===== config.mk =====
export PLATFORM = sky130hd
export DESIGN_NAME = fetch_unit
export DESIGN_NICKNAME = d
export VERILOG_FILES = /design/src/rtl/fetch_unit.sv
export SDC_FILE = /design/constraint.sdc
export NUM_CORES = 1
export LEC_CHECK = 0
export ABC_AREA = 1
export ABC_CLOCK_PERIOD_IN_PS = 6000
export CORE_MARGIN = 1.5
export CORE_UTILIZATION = 25
export CTS_CLUSTER_DIAMETER = 100
export DETAILED_ROUTE_END_ITERATION = 6
export PLACE_DENSITY_LB_ADDON = 0.08
export SLEW_MARGIN = 40
export SYNTH_ARGS = -nofsm -noshare
export SYNTH_HDL_FRONTEND = slang
export SYNTH_SLANG_ARGS = --single-unit
export TNS_END_PERCENT = 1

===== constraint.sdc =====
create_clock -name clk -period 6 [get_ports clk]
set_input_delay 0.9 -clock clk [delete_from_list [all_inputs] [get_ports clk]]
set_output_delay 0.9 -clock clk [all_outputs]
set_load 0.01 [all_outputs]

===== src/rtl/fetch_unit.sv =====
// Instruction fetch unit: prefetch buffer, one-cycle-latency memory, epoch-tagged redirect flush.
// Optional macro FETCH_MISALIGN_TRAP_EN adds the misalign output and halts fetch on unaligned targets.
module fetch_unit #(
   parameter int              PC_W      = 16,
   parameter logic [PC_W-1:0] RESET_PC  = '0,
   parameter int              BUF_DEPTH = 2
) (
   input  logic            clk,
   input  logic            rst,
   output logic [PC_W-1:0] imem_addr,
   output logic            imem_rd_en,
   input  logic [31:0]     imem_rdata,
   input  logic            redirect,
   input  logic [PC_W-1:0] redirect_pc,
   input  logic            instr_ready,
   output logic            instr_valid,
   output logic [31:0]     instr,
   output logic [PC_W-1:0] pc,
   output logic [PC_W-1:0] pc_next
`ifdef FETCH_MISALIGN_TRAP_EN
   ,
   output logic            misalign
`endif
);

   localparam int AW = (BUF_DEPTH > 1) ? $clog2(BUF_DEPTH) : 1;
   localparam int CW = AW + 1;

   logic [PC_W-1:0] fetch_pc_reg;
   logic            inflight_reg;
   logic [PC_W-1:0] inflight_pc_reg;
   logic            inflight_epoch_reg;
   logic            epoch_reg;
   logic [CW-1:0]   count_reg;
   logic [AW-1:0]   head_reg;
   logic [AW-1:0]   tail_reg;
   logic [31:0]     instr_mem [BUF_DEPTH];
   logic [PC_W-1:0] pc_mem    [BUF_DEPTH];

   logic            halt;
   logic            pop;
   logic            write;
   logic            issue;
   logic [CW-1:0]   projected;
   logic [PC_W-1:0] target;

   assign instr_valid = (count_reg != '0);
   assign pop         = instr_valid & instr_ready & ~redirect;
   assign write       = inflight_reg & (inflight_epoch_reg == epoch_reg) & ~redirect;
   // The slot freed by this cycle's pop is credited so the pipeline sustains one word per cycle.
   assign projected   = count_reg + CW'(inflight_reg) - CW'(pop);
   assign issue       = rst & ~redirect & ~halt & (projected < CW'(BUF_DEPTH));

   assign imem_rd_en  = issue;
   assign imem_addr   = fetch_pc_reg;
   assign instr       = instr_valid ? instr_mem[head_reg] : '0;
   assign pc          = instr_valid ? pc_mem[head_reg] : fetch_pc_reg;
   assign pc_next     = pc + PC_W'(4);

   always_ff @(posedge clk or negedge rst) begin
      if (!rst) begin
         fetch_pc_reg       <= RESET_PC;
         inflight_reg       <= 1'b0;
         inflight_pc_reg    <= RESET_PC;
         inflight_epoch_reg <= 1'b0;
         epoch_reg          <= 1'b0;
         count_reg          <= '0;
         head_reg           <= '0;
         tail_reg           <= '0;
      end else begin
         epoch_reg          <= epoch_reg ^ redirect;
         inflight_reg       <= issue;
         inflight_pc_reg    <= fetch_pc_reg;
         inflight_epoch_reg <= epoch_reg;
         if (redirect) begin
            fetch_pc_reg <= target;
            count_reg    <= '0;
            head_reg     <= '0;
            tail_reg     <= '0;
         end else begin
            if (issue) fetch_pc_reg <= fetch_pc_reg + PC_W'(4);
            count_reg <= count_reg + CW'(write) - CW'(pop);
            if (write) tail_reg <= tail_reg + AW'(1);
            if (pop)   head_reg <= head_reg + AW'(1);
         end
      end
   end

   always_ff @(posedge clk) begin
      if (write) begin
         instr_mem[tail_reg] <= imem_rdata;
         pc_mem[tail_reg]    <= inflight_pc_reg;
      end
   end

`ifdef FETCH_MISALIGN_TRAP_EN
   logic halt_reg;
   logic misalign_reg;

   assign target   = redirect_pc;
   assign halt     = halt_reg;
   assign misalign = misalign_reg;

   always_ff @(posedge clk or negedge rst) begin
      if (!rst) begin
         halt_reg     <= 1'b0;
         misalign_reg <= 1'b0;
      end else begin
         misalign_reg <= redirect & (redirect_pc[1:0] != 2'b00);
         if (redirect) halt_reg <= (redirect_pc[1:0] != 2'b00);
      end
   end
`else
   assign target = redirect_pc & ~PC_W'(3);
   assign halt   = 1'b0;
`endif

endmodule


**After elaboration in Yosys (flattened, before gate mapping)**

Memory sizes are Yosys's and may differ from the RTL's.
Cells that the tools add are included.

- Flip-flop bits (word level): 39
- Bits in writable memories: 96
- Output and inout bits: 82
- Memories kept: 2

- $add $sub $neg: 8
- $lt $le $gt $ge: 1
- Equality and inequality tests: 1
- Mux-type cells: 11
- Bitwise gates (word level): 8
- Reduce and logical (&&, ||, !) cells: 4

Memory list:

| memory | depth | bits a word | read ports | clocked after memory_dff | write ports | RTL line | source |
|---|---|---|---|---|---|---|---|
| instr_mem | 2 | 32 | 1 | 0 | 1 | 37 | `logic [31:0] instr_mem [BUF_DEPTH];` |
| pc_mem | 2 | 16 | 1 | 0 | 1 | 38 | `logic [PC_W-1:0] pc_mem [BUF_DEPTH];` |

Operators by type and width:

| kind | number |
|---|---|
| 2-to-1 mux 16 bit | 3 |
| adder 16 x 3 -> 16 bit, second input constant | 2 |
| 2-to-1 mux 32 bit | 1 |
| nonzero test 2 bit | 4 |
| bitwise AND 1 bit | 6 |
| 2-to-1 mux 1 bit | 6 |
| adder 2 x 1 -> 2 bit | 2 |
| subtractor 2 x 1 -> 2 bit | 2 |
| adder 1 bit, second input constant | 2 |
| < comparator 2 bit, second input constant | 1 |
| 2-to-1 mux 2 bit | 1 |
| == test 1 bit | 1 |
| inverter 1 bit | 1 |
| XOR 1 bit | 1 |

**Longest topological paths before layout**

- Word-level depth: 8
- Mapped depth: 14

**Least setup slack after synthesis**

OpenSTA, ideal clock, no wires.

- Path kind: input to register
- From: in redirect
- To: mem instr_mem[1][0], enable pin
- Library setup time: 0.507 ns
- Arrival time: 4.273 ns
- Data required time: 5.493 ns
- Path slack: 1.221 ns
- Stages: 3
- Path through: clkinv_1 > nand2_1 > nor3_1

- Longest elaborated chain between the ends: 4

RTL lines:

| element | RTL line | source |
|---|---|---|
| from (decl) | 13 | `input logic redirect,` |
| inverter 1 bit | 49 | `assign write = inflight_reg & (inflight_epoch_reg == epoch_reg) & ~redirect;` |
| bitwise AND 1 bit | 49 |  |
| 2-to-1 mux 1 bit | 90 | `if (write) begin` |
| 2-to-1 mux 1 bit (not written as such) | 91 | `instr_mem[tail_reg] <= imem_rdata;` |
| to (decl) | 37 |  |

No other way between the ends.

**Final worst setup path**

- From: in redirect
- To: out imem_rd_en

- Longest elaborated chain between the ends: 5
- Elaborated cells on any way between the ends: 6

RTL lines:

| element | RTL line | source |
|---|---|---|
| inverter 1 bit (*) | 48, 52 |  |
| bitwise AND 1 bit | 48 | `assign pop = instr_valid & instr_ready & ~redirect;` |
| subtractor 2 x 1 -> 2 bit | 51 | `assign projected = count_reg + CW'(inflight_reg) - CW'(pop);` |
| < comparator 2 bit | 52 | `assign issue = rst & ~redirect & ~halt & (projected < CW'(BUF_DEPTH));` |
| bitwise AND 1 bit (*) | 52 |  |
| to (decl) | 11 | `output logic imem_rd_en,` |

Every way passes the cells marked *; elsewhere a longest branch is shown, timed or not.

==> key figures <==
Run status
  – Outcome: finished, final reports clean

Layout
  – Biggest register: instr_mem
  – Multi-input gate area in the final layout: 1760 um^2
  – Max reg flops: 64
  – Number of fillers in the final layout: 2212
  – Antenna fix cells: 0
  – Non-Filler Cell Area, Final: 7840 um^2
  – Final layout net count: 725
  – Relative area change from synthesis to final layout: 38.5%
  – Share of layout cells above drive strength 1: 11.6%
  – Finished Core Util: 35.6%
  – Storage element area: 3640 um^2
  – Biggest registers after layout: instr_mem (64), pc_mem (28)

Global route
  – Total global routing overflow: 0
  – Vias in the first global route: 4247
  – Maximum number of pins on one net before global-route repair: 47
  – First-pass GRT wire length: 23900 um
  – All-Layer GR Usage: 13.2%
  – Number of antenna violations at the first check in global routing: 0

Pwr
  – Leakage Power: 3.03 nW
  – Pwr per Cell Area: 413 nW/um^2
  – Highest ir drop seen on vdd: 0.187 mV

Floorplanning
  – Vert. Die Dim: 153 um
  – Core area: 22000 um^2
  – Count of boundary I/O pins: 134
  – Full die area: 23600 um^2
  – Std-Cell Rows: 54
  – Die width: 153 um
  – Initial Util: 25.7%

Flow run
  – Reported max-cap violation count: 0

Clock network
  – Number of clock sinks: 127
  – Clock tree root buffer cell: sky130_fd_sc_hd__clkbuf_16
  – Clock buffer count from CTS: 17
  – Post-CTS clock slew at the launch and capture registers of the worst setup and hold paths: 0.06 ns
  – Hold bufs inserted after CTS: 0
  – CTS H-tree depth: 4
  – Clock latency of the later-clocked register in the worst-skew pair: 0.41 ns
  – TritonCTS clock tree: done
  – Number of instances resized during post-cts repair: 0
  – Setup Fix Bufs, Post-CTS: 0
  – Maximum clock insertion buffer count: 2

Drt
  – Post-detailed-routing wire length: 14900 um
  – DR vias: 4105
  – Violation count after the first detailed-routing iteration: 165
  – Average wire per standard cell: 15.5 um
  – First-pass detailed-route iteration total: 4
  – DRC: 0
  – Antenna violation net count after detailed routing: 0
  – Vias/cell: 4.27

Synthesis
  – Number of instances in the synthesized netlist: 538
  – Portion of the post-synthesis area used by sequential elements: 64.3%
  – Flip-flop and latch count after synthesis: 127
  – Avg Synthesized Cell Area: 10.5 um^2
  – Post-synth top area cell: sky130_fd_sc_hd__edfxtp_1
  – Yosys Warn Count: 0
  – Leading post-synthesis cells by cell area: sky130_fd_sc_hd__edfxtp_1 (49%), sky130_fd_sc_hd__dfrtp_1 (15%), sky130_fd_sc_hd__nand2_1 (12%)
  – Top-area cell type share of the netlist area: 48.8%
  – Netlist cell types: 32
  – Area of the mapped netlist: 5660 um^2

Critical path
  – Peak fanout along the critical path: 22
  – WP data required: 5.10 ns
  – Number of cell instances on the worst register-to-register path: 12
  – Kind of critical path: in -> out
  – Crit path arrival time: 3.65 ns
  – CP Launch Type: input pin
  – Endpoint class of the critical path: output port

STA
  – Worst slew slack as a fraction of its limit: 44.9%
  – Min Tclk post-route: 4.55 ns
  – Transition time at the pin with the least slew margin: 0.823 ns
  – Setup Viol. Count Final: 0
  – Final period utilization: 75.8%
  – Total count of hold-check failures in the final report: 0
  – Max-slew violations: 0
  – Maximum clock rate: 220 MHz
  – Final Skew: 0.00652 ns
  – Sum of negative setup slack: 0 ns
  – Setup repair after global routing missed its margin: false

Placed design
  – Gp weighted congestion: 0.826
  – HPWL after DPL: 9750 um
  – Count of buffers from port buffering: 125
  – Instance area after placement: 7210 um^2

Hold path
  – Number of instances on the worst hold path: 0
  – Worst hold path class: reg -> reg
[cells by family after synthesis]
| family | after synthesis | share of synthesized area, % |
|---|---|---|
| AO/OA/AOI/OAI | 47 | 4.49 |
| other | 1 | 0.0662 |
| AND/OR/NAND/NOR | 281 | 21.8 |
| adder cells (fa/ha/maj) | 5 | 1.10 |
| XOR/XNOR | 20 | 3.09 |
| flip-flops | 127 | 64.3 |
| buffers and inverters | 57 | 5.15 |
[cell usage after synthesis]
| cell | number |
|---|---|
| sky130_fd_sc_hd__a21oi_1 | 33 |
| sky130_fd_sc_hd__buf_1 | 3 |
| sky130_fd_sc_hd__buf_12 | 1 |
| sky130_fd_sc_hd__buf_2 | 4 |
| sky130_fd_sc_hd__buf_4 | 8 |
| sky130_fd_sc_hd__buf_6 | 2 |
| sky130_fd_sc_hd__buf_8 | 1 |
| sky130_fd_sc_hd__clkbuf_1 | 9 |
| sky130_fd_sc_hd__clkinv_1 | 1 |
| sky130_fd_sc_hd__conb_1 | 1 |
| sky130_fd_sc_hd__dfrtp_1 | 35 |
| sky130_fd_sc_hd__edfxtp_1 | 92 |
| sky130_fd_sc_hd__ha_1 | 5 |
| sky130_fd_sc_hd__inv_1 | 22 |
| sky130_fd_sc_hd__inv_2 | 6 |
| sky130_fd_sc_hd__nand2_1 | 178 |
| sky130_fd_sc_hd__nand2_2 | 19 |
| sky130_fd_sc_hd__nand2_4 | 4 |
| sky130_fd_sc_hd__nand3_1 | 43 |
| sky130_fd_sc_hd__nand3_4 | 1 |
| sky130_fd_sc_hd__nand4_1 | 4 |
| sky130_fd_sc_hd__nor2_1 | 22 |
| sky130_fd_sc_hd__nor2_2 | 5 |
| sky130_fd_sc_hd__nor2_4 | 1 |
| sky130_fd_sc_hd__nor3_1 | 3 |
| sky130_fd_sc_hd__o211ai_1 | 7 |
| sky130_fd_sc_hd__o21ai_0 | 4 |
| sky130_fd_sc_hd__o21ai_1 | 2 |
| sky130_fd_sc_hd__o22ai_1 | 1 |
| sky130_fd_sc_hd__or2_0 | 1 |
| sky130_fd_sc_hd__xnor2_1 | 5 |
| sky130_fd_sc_hd__xor2_1 | 15 |
[power by group]
part	internal [mW]	total (mW)	switching [mW]	leakage [nW]
logic	0.452	1.03	0.578	1.47
clock network	0.705	1.10	0.397	0.306
registers	1.05	1.11	0.0638	1.26
[worst max-delay path, cell delays in order]
cell and delay (ns):
sky130_fd_sc_hd__clkdlybuf4s50_1 1.01, sky130_fd_sc_hd__nor2_1 0.16, sky130_fd_sc_hd__ha_1 0.24, sky130_fd_sc_hd__xor2_1 0.17, sky130_fd_sc_hd__o21ai_1 0.09, sky130_fd_sc_hd__nand3_1 0.09, sky130_fd_sc_hd__buf_4 0.22, sky130_fd_sc_hd__inv_2 0.18
sky130_fd_sc_hd__clkdlybuf4s50_1 0.58
[placed cells by master, fill, tap and decap left out, types with 2 or more instances in the layout]
| cell | n |
|---|---|
| sky130_fd_sc_hd__nand2_1 | 178 |
| sky130_fd_sc_hd__clkdlybuf4s50_1 | 125 |
| sky130_fd_sc_hd__edfxtp_1 | 92 |
| sky130_fd_sc_hd__nand3_1 | 43 |
| sky130_fd_sc_hd__dfrtp_1 | 34 |
| sky130_fd_sc_hd__a21oi_1 | 33 |
| sky130_fd_sc_hd__inv_1 | 21 |
| sky130_fd_sc_hd__nor2_1 | 21 |
| sky130_fd_sc_hd__nand2_2 | 19 |
| sky130_fd_sc_hd__clkbuf_16 | 17 |
| sky130_fd_sc_hd__xor2_1 | 15 |
| sky130_fd_sc_hd__o211ai_1 | 7 |
| sky130_fd_sc_hd__buf_4 | 7 |
| sky130_fd_sc_hd__inv_2 | 6 |
| sky130_fd_sc_hd__conb_1 | 6 |
| sky130_fd_sc_hd__nor2_2 | 5 |
| sky130_fd_sc_hd__xnor2_1 | 5 |
| sky130_fd_sc_hd__ha_1 | 5 |
| sky130_fd_sc_hd__inv_6 | 5 |
| sky130_fd_sc_hd__nand2_4 | 4 |
| sky130_fd_sc_hd__nand4_1 | 4 |
| sky130_fd_sc_hd__o21ai_0 | 4 |
| sky130_fd_sc_hd__clkinv_4 | 4 |
| sky130_fd_sc_hd__bufinv_16 | 4 |
| sky130_fd_sc_hd__clkinv_1 | 2 |
| sky130_fd_sc_hd__o21ai_1 | 2 |
| sky130_fd_sc_hd__nor2_4 | 2 |
| sky130_fd_sc_hd__nor3_1 | 2 |
[layout make-up]
cell class / instances / area share (%)
flip-flops and latches: 127 / 46.4
repair buffers: 134 / 17.2
inverters: 29 / 1.39
well taps: 280 / 4.47
multi-input cells: 359 / 22.5
clock buffers: 18 / 5.47
clock inverters: 14 / 2.63
[routing by layer]
metal / track usage [%] / vias to the layer above / share of wire (%)
li1: - / 2044 / -
met1: 17.0 / 1937 / 47
met2: 22.2 / 112 / 48
met3: 3.44 / 12 / 3.9
met4: 2.91 / 0 / 1.0
met5: 0 / - / 0
[path summary, 6_finish.rpt]
path / startpoint / to / slack (ns)
max in group asynchronous: rst / head_reg$_DFFE_PN0P_ / 4.57
min: epoch_reg$_DFF_PN0_ / inflight_epoch_reg$_DFF_PN0_ / 0.44
max: redirect / imem_rd_en / 1.45
min reg2reg: epoch_reg$_DFF_PN0_ / inflight_epoch_reg$_DFF_PN0_ / 0.44
min in group asynchronous: rst / imem_addr[14]$_DFFE_PN0P_ / 1.05
max reg2reg: count_reg[1]$_DFF_PN0_ / imem_addr[3]$_DFFE_PN0P_ / 3.45
[metrics by stage]
| stage | setup WS, ns | hold WS (ns) | cells | total power, mW |
|---|---|---|---|---|
| finish | 1.45 | 0.439 | 961 | 3.24 |
| global route | 1.24 | 0.449 | 961 | 3.44 |
| CTS | 1.42 | 0.442 | 961 | 3.29 |
| detailed placement | 1.43 | 0.429 | 929 | 2.18 |
| global placement | 1.45 | 0.420 | 927 | 2.17 |
| floorplan | 1.22 | 0.409 | 543 | 1.67 |
(Power assumes the default switching activity.)
